==> config.mk <==
export PLATFORM = sky130hd
export DESIGN_NAME = misr_ora
export DESIGN_NICKNAME = d
export VERILOG_FILES = /design/src/rtl/misr_ora_pkg.sv /design/src/rtl/misr_ora_misr_reg.sv /design/src/rtl/misr_ora.sv
export SDC_FILE = /design/constraint.sdc
export NUM_CORES = 1
export LEC_CHECK = 0
export ABC_AREA = 1
export CELL_PAD_IN_SITES_DETAIL_PLACEMENT = 0
export CELL_PAD_IN_SITES_GLOBAL_PLACEMENT = 1
export CORE_AREA = 2 2 56 58
export CTS_CLUSTER_SIZE = 24
export DETAILED_ROUTE_END_ITERATION = 12
export DIE_AREA = 0 0 58 60
export PLACE_DENSITY_LB_ADDON = 0.1
export SLEW_MARGIN = 20
export SYNTH_ARGS = -nofsm -noshare
export SYNTH_HDL_FRONTEND = slang
export SYNTH_HIERARCHICAL = 1
export SYNTH_SLANG_ARGS = --single-unit
==> constraint.sdc <==
create_clock -name clk -period 4.1 [get_ports clk]
set_input_delay 1.23 -clock clk [delete_from_list [all_inputs] [get_ports clk]]
set_output_delay 1.23 -clock clk [all_outputs]
set_load 0.02 [all_outputs]
==> src/rtl/misr_ora_pkg.sv <==
// Shared types and defaults for the misr_ora output response analyzer.
package misr_ora_pkg;

    typedef enum logic [1:0] {
        ST_IDLE    = 2'd0,
        ST_COMPACT = 2'd1,
        ST_COMPARE = 2'd2,
        ST_DONE    = 2'd3
    } state_t;

    localparam logic [7:0] DEF_POLY = 8'h1D;
    localparam logic [7:0] DEF_SEED = 8'h00;

endpackage

==> src/rtl/misr_ora_misr_reg.sv <==
// Single MISR: shift-left with polynomial feedback from the MSB, XOR-ing in a
// zero-extended input word. Load (seed) has priority over compaction.
module misr_reg
    import misr_ora_pkg::*;
#(
    parameter int                  SIG_BITS = 8,
    parameter int                  IN_BITS  = 2,
    parameter logic [SIG_BITS-1:0] POLY     = SIG_BITS'(DEF_POLY),
    parameter logic [SIG_BITS-1:0] SEED     = SIG_BITS'(DEF_SEED)
) (
    input  logic                clk,
    input  logic                rst,
    input  logic                load,
    input  logic                en,
    input  logic [IN_BITS-1:0]  din,
    output logic [SIG_BITS-1:0] sig
);

    logic [SIG_BITS-1:0] din_ext;
    logic [SIG_BITS-1:0] fb;

    always_comb begin
        din_ext                = '0;
        din_ext[IN_BITS-1:0]   = din;
        fb                     = sig[SIG_BITS-1] ? POLY : '0;
    end

    always_ff @(posedge clk or negedge rst) begin
        if (!rst)
            sig <= SEED;
        else if (load)
            sig <= SEED;
        else if (en)
            sig <= {sig[SIG_BITS-2:0], 1'b0} ^ fb ^ din_ext;
    end

endmodule

==> src/rtl/misr_ora.sv <==
// Dual-MISR output response analyzer: compacts faulty and fault-free CUT streams
// and reports a single mismatch verdict. MISR_SIG_OUT_EN adds the SIG debug port.
module misr_ora
    import misr_ora_pkg::*;
#(
    parameter int                  OUT_BITS = 2,
    parameter int                  SIG_BITS = 8,
    parameter logic [SIG_BITS-1:0] POLY     = SIG_BITS'(DEF_POLY),
    parameter logic [SIG_BITS-1:0] SEED     = SIG_BITS'(DEF_SEED)
) (
    input  logic                clk,
    input  logic                rst,
    input  logic                START,
    input  logic                EN,
    input  logic                TPG_END,
    input  logic [OUT_BITS-1:0] CUT_OP,
    input  logic [OUT_BITS-1:0] FF_OP,
    output logic                BUSY,
    output logic                DONE,
    output logic                RES
`ifdef MISR_SIG_OUT_EN
    ,
    output logic [SIG_BITS-1:0] SIG
`endif
);

    state_t              state;
    logic [SIG_BITS-1:0] sig_cut;
    logic [SIG_BITS-1:0] sig_ff;
    logic                load;
    logic                shift;

    // DONE lags the DONE state by a cycle, so a START landing in the DONE
    // pulse cycle (state already back in IDLE) must be blocked explicitly.
    assign load  = START && (state == ST_IDLE) && !DONE;
    assign shift = EN && (state == ST_COMPACT);

    misr_reg #(.SIG_BITS(SIG_BITS), .IN_BITS(OUT_BITS), .POLY(POLY), .SEED(SEED)) u_cut (
        .clk(clk), .rst(rst), .load(load), .en(shift), .din(CUT_OP), .sig(sig_cut)
    );

    misr_reg #(.SIG_BITS(SIG_BITS), .IN_BITS(OUT_BITS), .POLY(POLY), .SEED(SEED)) u_ff (
        .clk(clk), .rst(rst), .load(load), .en(shift), .din(FF_OP), .sig(sig_ff)
    );

    always_ff @(posedge clk or negedge rst) begin
        if (!rst) begin
            state <= ST_IDLE;
            BUSY  <= 1'b0;
            DONE  <= 1'b0;
            RES   <= 1'b0;
        end else begin
            BUSY <= (state == ST_COMPACT) || (state == ST_COMPARE);
            DONE <= (state == ST_DONE);
            case (state)
                ST_IDLE:    if (load) state <= ST_COMPACT;
                ST_COMPACT: if (TPG_END) state <= ST_COMPARE;
                ST_COMPARE: begin
                    RES   <= (sig_cut != sig_ff);
                    state <= ST_DONE;
                end
                ST_DONE:    state <= ST_IDLE;
                default:    state <= ST_IDLE;
            endcase
        end
    end

`ifdef MISR_SIG_OUT_EN
    assign SIG = sig_cut;
`endif

endmodule

==> flow_summary.json <==
{
  "synth_area_um2": 1140,
  "grt_max_degree": 22,
  "clk_latency_ns": 0.30,
  "r2r-start": "state[1]$_DFFE_PN0P_",
  "fp-row-count": 20,
  "viasPerCell": 4.51,
  "hold_viol": 0,
  "wl_um": 2330,
  "syn_nets": 180,
  "grt_pass1_vias": 896,
  "numPortBuffers": 11,
  "syn_avg_cell_area_um2": 6.86,
  "synth.area.top_cells": "dfrtp_1, nand2_1, inv_1, nand3_1, ha_1",
  "cp.required_ns": 2.87,
  "rrSetupSlack_ns": 2.53,
  "routabilityCongestion": 0.736,
  "drv_cap": 0,
  "ys.flop_type": "dfrtp_1",
  "fin_tns_setup_ns": 0,
  "peakVddDrop_uv": 304,
  "drive_gt1_frac": 0.0495,
  "critPathKind": "register to output pin",
  "max_stage_delay_ns": 0.61,
  "path_cells": "clkdlybuf4s50_1",
  "cts_hold_buffers": 0,
  "cts_setup_buffers": 0,
  "cp_max_fo": 3,
  "area_growth_pct": 15.2,
  "synth-xor-area-share": 0.00765,
  "synth.area.mux_share": 0,
  "overflow": 0,
  "crit_arrival_ns": 1.29,
  "die_w_um": 58,
  "setup_viol": 0,
  "combPwrFrac": 0.429,
  "maxSlewViolCount": 0,
  "synth.most_common_cell": "nand2_1",
  "synth-edff-count": 0,
  "leakagePower_nw": 0.722,
  "worstHoldStart": "RES$_DFFE_PN0N_",
  "internal-power_uw": 443,
  "dr.pass1.iters": 4,
  "drtAntennaViolNets": 0,
  "synthSimpleGateAreaFrac": 0.362,
  "yosys_warnings": 6,
  "p_per_area_nw_per_um2": 586,
  "path_clk_slew_ns": 0.12,
  "seqPwrFrac": 0.442,
  "sw_frac_of_total": 0.426,
  "path_buf_inv": 1,
  "synth_cell_type_count": 11,
  "die_y_um": 60,
  "synth_top_area_frac": 0.459,
  "synth_top_cell_by_area": "dfrtp_1",
  "crit_slowest_cell": "clkdlybuf4s50_1",
  "cp_top_family": "buffers and inverters",
  "synth_top_family_by_area": "simple AND/OR/NAND/NOR gates",
  "place.detailed.hpwl_um": 1780,
  "cts_tree": "built",
  "drc_errors": 0,
  "timing_worst_slew_pin_value_ns": 0.489,
  "rsz0062_at_grt": "no",
  "grt_pass1_wl_um": 3930,
  "clk_path_buf_depth": 2,
  "place_area_um2": 1300,
  "endpoint_kind": "output pin",
  "skew_ns": 0.00767,
  "synth_commonest_cells": "nand2_1, inv_1, dfrtp_1, nand3_1, nor2_1",
  "initial_core_util": 0.394,
  "drt-initial-drc-count": 35,
  "start_kind": "register",
  "pin_count": 12,
  "grt.total_usage": 0.154,
  "cts-buffers-inserted": 3,
  "slew_headroom": 0.674,
  "fmax_mhz": 397,
  "antenna_cells": 0,
  "fin_nets": 196,
  "syn_inst": 167,
  "cts_root_buf": "clkbuf_4",
  "cts.htree.levels": 1,
  "power_switching_uw": 329,
  "synth-async-reset-ratio": 1.00,
  "wl_per_cell_um": 10.8,
  "seq_area_frac_synth": 0.459,
  "status": "complete, no violations",
  "finalInstanceArea_um2": 1320,
  "cts_sinks": 21,
  "synth_compound_area_frac": 0.0262,
  "period_share": 0.615,
  "antenna_found_initial": 0,
  "hp-class": "register to register",
  "post_cts_resized": 0,
  "synth_seq_cells": 21,
  "routed-via-count": 970,
  "synthAdderAreaFrac": 0.0437,
  "p_clk_frac": 0.129,
  "period_needed_ns": 2.52,
  "dieArea_um2": 3480,
  "setup.worst_path.start": "DONE$_DFF_PN0_",
  "core_area_um2": 2900
}
-- metal layers --
| layer | up-vias | share of wire | GRT usage |
|---|---|---|---|
| met3 | 4 | 0.024 | 0.0411 |
| li1 | 520 | - | - |
| met5 | - | 0 | 0 |
| met2 | 7 | 0.46 | 0.247 |
| met1 | 439 | 0.50 | 0.194 |
| met4 | 0 | 0.014 | 0.0698 |
-- sequential cells by signal (all words and copies together), names as in the netlist --
name       flops
u_ff/sig       8
RES            1
DONE           1
u_cut/sig      8
BUSY           1
state          2
-- per-stage QoR --
stage,hold WS [ns],power [mW],setup WS [ns],cells,utilization
after floorplan,0.484,0.566,2.18,167,-
after global placement,0.507,0.675,1.60,211,0.447
after detailed placement,0.508,0.682,1.57,211,0.447
after CTS,0.537,0.786,1.56,215,0.456
after global routing,0.562,0.851,1.51,215,0.454
final,0.535,0.772,1.58,215,0.454
-- cell families (layout without fill, tap and decap cells) --
logic type | count (synthesis) | count (layout)
AOI/OAI and AO/OA | 6 | 6
xor gates and xnor gates | 1 | 1
adders and majority gates | 4 | 4
buffers and inverters | 31 | 46
DFF | 21 | 21
and+or+nand+nor | 104 | 104
-- cell usage in the layout, fill, tap and decap left out, drive strengths merged, types with 3 or more instances in the layout --
cell	Yosys	layout
clkbuf	0	3
clkdlybuf4s50	0	10
dfrtp	21	21
ha	4	4
inv	31	31
nand2	78	78
nand3	11	11
nor2	15	15
o21ai	5	5
-- power groups by stage --
stage | clock network (mW) | logic (mW) | registers (mW)
CTS | 0.107 | 0.337 | 0.342
finish | 0.0997 | 0.331 | 0.341
floorplan | 0 | 0.222 | 0.344
global placement | 0 | 0.331 | 0.345
detailed placement | 0 | 0.335 | 0.347
global route | 0.116 | 0.383 | 0.352
-- final timing paths --
kind,to,cells past startpoint
worst max-delay path,DONE,1
worst min-delay path,RES$_DFFE_PN0N_,2
worst max register to register,u_cut/sig[0]$_DFFE_PN0P_,7
worst min register to register,RES$_DFFE_PN0N_,2
max in group asynchronous,u_ff/sig[6]$_DFFE_PN0P_,1
min in group asynchronous,u_cut/sig[1]$_DFFE_PN0P_,1
-- cell type report --
cell class                      count  area (µm²)
Fill cell                         298        1580
Sequential cell                    21         526
Multi-Input combinational cell    115         503
Inverter                           31         116
Timing Repair Buffer               11         105
Tap cell                           33        41.3
Clock buffer                        3        22.5
Clock inverter                      1        5.00
-- worst register-to-register path, delay by kind of cell (launching register included) --
family / cells / cell delay [ns]
buf+inv: 1 / 0.11
flops: 1 / 0.42
simple gates: 5 / 0.74
fa+ha+maj: 1 / 0.21
No activity file was read; power rests on OpenSTA's default activity.
==> patch 1 (same settings) <==
The 4 states of `state_t` get a Gray code encoding in 2 bits.
--- a/src/rtl/misr_ora_pkg.sv
+++ b/src/rtl/misr_ora_pkg.sv
@@ -3,8 +3,8 @@
 
     typedef enum logic [1:0] {
-        ST_IDLE    = 2'd0,
-        ST_COMPACT = 2'd1,
-        ST_COMPARE = 2'd2,
-        ST_DONE    = 2'd3
+        ST_IDLE    = 2'b00,
+        ST_COMPACT = 2'b01,
+        ST_COMPARE = 2'b11,
+        ST_DONE    = 2'b10
     } state_t;
 
Formal check against the unedited RTL: same outputs for any inputs over 10 cycles, from zero or initial values and one cycle with rst low; not proved beyond that.
==> patch 1 against the unedited design <==
Cell area decreased by 4.6%. Area after synthesis decreased by 4.8%. Final cell count decreased by 3.7%. First-iteration DRC count fell by 8.6%. Total power decreased by 8.4%. Setup slack better by 0.024 ns. Non-clock buffer count did not move. Sequential cell count unchanged. Die area unchanged. Hold slack lost 0.051 ns. Wire length shrank 5.9%. Critical path type unchanged. Largest cell class unchanged. Highest routed layer unchanged.
==> patch 1: results <==
[critical_path]
crit_arrival_ns = 1.27
crit_fanout = 2
path_delay_family = buffers and inverters
reg2reg_slack_ns = 2.71

[route]
drt_iter0_drc = 32
wl_met1_mm = 1.050
wl_met3_um = 87
vias = 933
route.met2.wl_mm = 1.036
drt-total-wl_mm = 2.191

[cells_and_area]
nonClkBufAreaFrac_pct = 8.350
drive_gt1_share_pct = 5.172
area_growth_pct = 15.50
clkbuf_count = 4
num-multi-input-gates = 108
inverters = 30
multi_input_area_share_pct = 35.59
fin_nets = 184
fill_cells = 325
clock_cell_area_share_pct = 2.087

[yosys]
yosysSeqAreaShare_pct = 48.22
synth_common_cells = nand2_1, inv_1, dfrtp_1
avgSynthCellArea_sq_um = 6.811
synth_fp_nets = 169
synthTopCellsByArea = dfrtp_1, nand2_1, inv_1

[placement]
dpl_cell_area_sq_um = 1237
dp_hpwl_mm = 1.619
place_congestion = 0.7089

[global_routing]
grt_pass1_wl_mm = 3.726
grt_usage_pct = 14.44
grt_pass1_vias = 886

[timing]
finClkSkew_ns = 0.003023

[power]
p_leak_nw = 0.6902
ir_worst_vdd_uv = 267.1

[clock_tree]
cts_max_level = 1

[status]
outcome = completed
patch 1: where the power goes:
part	internal (mW)	switching [mW]	total, mW
Sequential	0.267	0.0631	0.330
Combinational	0.111	0.166	0.276
Clock	0.0379	0.0633	0.101
Total	0.416	0.292	0.708
patch 1: path summary, 6_finish.rpt:
kind / endpoint / cells after the start
max: DONE / 1
min in group asynchronous: state[1]$_DFFE_PN0P_ / 1
min reg2reg: BUSY$_DFF_PN0_ / 0
max in group asynchronous: u_cut/sig[6]$_DFFE_PN0P_ / 1
min: BUSY$_DFF_PN0_ / 0
max reg2reg: u_cut/sig[0]$_DFFE_PN0P_ / 6
patch 1: metal layers:
metal | vias to the layer above | GRT usage (%)
li1 | 492 | -
met4 | 0 | 5.980
met2 | 17 | 25.65
met5 | - | 0
met3 | 2 | 2.597
met1 | 422 | 17.19
patch 1: stage by stage:
step / instances / setup slack (ns) / util [%] / total power, mW / hold WS [ns]
after CTS: 207 / 1.583 / 43.53 / 0.7190 / 0.4874
after floorplan: 160 / 2.199 / - / 0.5205 / 0.4638
after detailed placement: 203 / 1.580 / 42.63 / 0.6152 / 0.4576
final: 207 / 1.605 / 43.36 / 0.7076 / 0.4843
after global routing: 207 / 1.550 / 43.36 / 0.7721 / 0.5167
after global placement: 203 / 1.560 / 42.63 / 0.6070 / 0.4614
patch 1: cells by family (layout without fill, tap and decap cells):
kind of cell | count (synthesis) | count (layout) | synth area share (%)
compound gates | 2 | 2 | 0.9176
flops | 21 | 21 | 48.22
buf+inv | 31 | 45 | 10.68
simple gates | 104 | 104 | 38.58
xor+xnor | 2 | 2 | 1.608
==> patch 2 (config.mk and constraints unchanged) <==
Made on the original files. Set the parameter `OUT_BITS` to 4 (it was 2).
--- a/src/rtl/misr_ora.sv
+++ b/src/rtl/misr_ora.sv
@@ -4,5 +4,5 @@
     import misr_ora_pkg::*;
 #(
-    parameter int                  OUT_BITS = 2,
+    parameter int                  OUT_BITS = 4,
     parameter int                  SIG_BITS = 8,
     parameter logic [SIG_BITS-1:0] POLY     = SIG_BITS'(DEF_POLY),
Interface: changed (resized CUT_OP and FF_OP); port bits go from 12 to 16. No check against the original RTL was run, so the function may have changed too.
==> patch 2 against the unedited design <==
Setup slack better by 0.0017 ns. Area after synthesis up 3.1%. Cell area up 6.0%. Largest power group is now combinational cells. Sequential cell count unchanged. Wire length up 1.0%. Synthesized cell count down 3.6%. Total power up 27%. Die area unchanged. Largest cell class unchanged.
==> patch 2: results <==
[power]
ir_worst_vdd_uv = 347.1
swShare_pct = 44.67
p_leak_nw = 0.6827
p_seq_share_pct = 41.3
pg_clk_mw = 0.100
p_seq_mw = 0.405

[placement]
port_buffers = 15
place_ws_ns = 1.330
place_congestion = 0.8549
dpl_cell_area_sq_um = 1371
dp_hpwl_mm = 1.857

[yosys]
synth_fa_ha_area_share_pct = 4.242
synth_common_cells = nand2_1, inv_1, dfrtp_1
synth.distinct_cells = 13
yosysSeqAreaShare_pct = 44.54
synth_compound_area_share_pct = 8.271
synth_fp_nets = 178
synth-xor-area-share_pct = 5.196
synthMuxAreaShare_pct = 0
synthTopCellsByArea = dfrtp_1, nand2_1, inv_1
synth_ff_type = dfrtp_1
syn_inst = 161

[critical_path]
rr_endpoint = u_cut/sig[4]$_DFFE_PN0P_
ff2ff_path_depth = 9
reg2reg_slack_ns = 2.29
crit_fanout = 3
crit_start = DONE$_DFF_PN0_
path_delay_family = buffers and inverters

[clock_tree]
clk-insertion-delay-late_ns = 0.30
cts_root_buf = clkbuf_4
cts.repair.resized = 0

[worst_hold_path]
hold_path_depth = 2
hp-class = reg -> reg
hold_path_startpoint = RES$_DFFE_PN0N_

[cells_and_area]
finalNonFillerCells = 213
drive_gt1_share_pct = 3.889
top_regs = u_cut/sig x8, u_ff/sig x8, state x2
fin_nets = 198
fill_cells = 305

[route]
drt_iter0_drc = 53
wl_per_cell_um = 11.05
vias_per_cell = 4.606

[timing]
relSlewSlack_pct = 35.16
slew_viol_final = 0
finClkSkew_ns = 0.004134
worst_slack_ns = 1.582
hold_ws_ns = 0.5210

[global_routing]
grt_pass1_vias = 940
grt_usage_pct = 15.91
grt_max_degree = 22
grt_pass1_wl_mm = 4.133

[status]
outcome = completed
patch 2: cell count changes in the layout (fill, tap and decap cells not counted):
cell and delta:
nand2_1 -28, inv_1 +4, nor2_2 -4, inv_2 +2, buf_2 -1, o21ai_0 +2
nor2_4 +2, clkinv_2 -1, o22ai_1 +6, xnor2_1 +6, clkbuf_1 +1, clkdlybuf4s50_1 +5
o21ai_1 +4
patch 2: metal layers:
layer,up-vias,GRT usage (%),part of all wire (%)
met5,-,0,0
met4,0,5.980,0.81
met3,2,1.948,3.2
met2,13,26.62,48
met1,438,21.15,48
li1,528,-,-
patch 2: area by class of cell:
type	count	area, sq um	share of cell area (%)
well taps	33	41.29	2.954
clock buffers	4	26.28	1.880
inverters	37	138.9	9.937
flip-flops and latches	21	525.5	37.60
multi-input cells	103	515.5	36.88
repair buffers	15	150.1	10.74
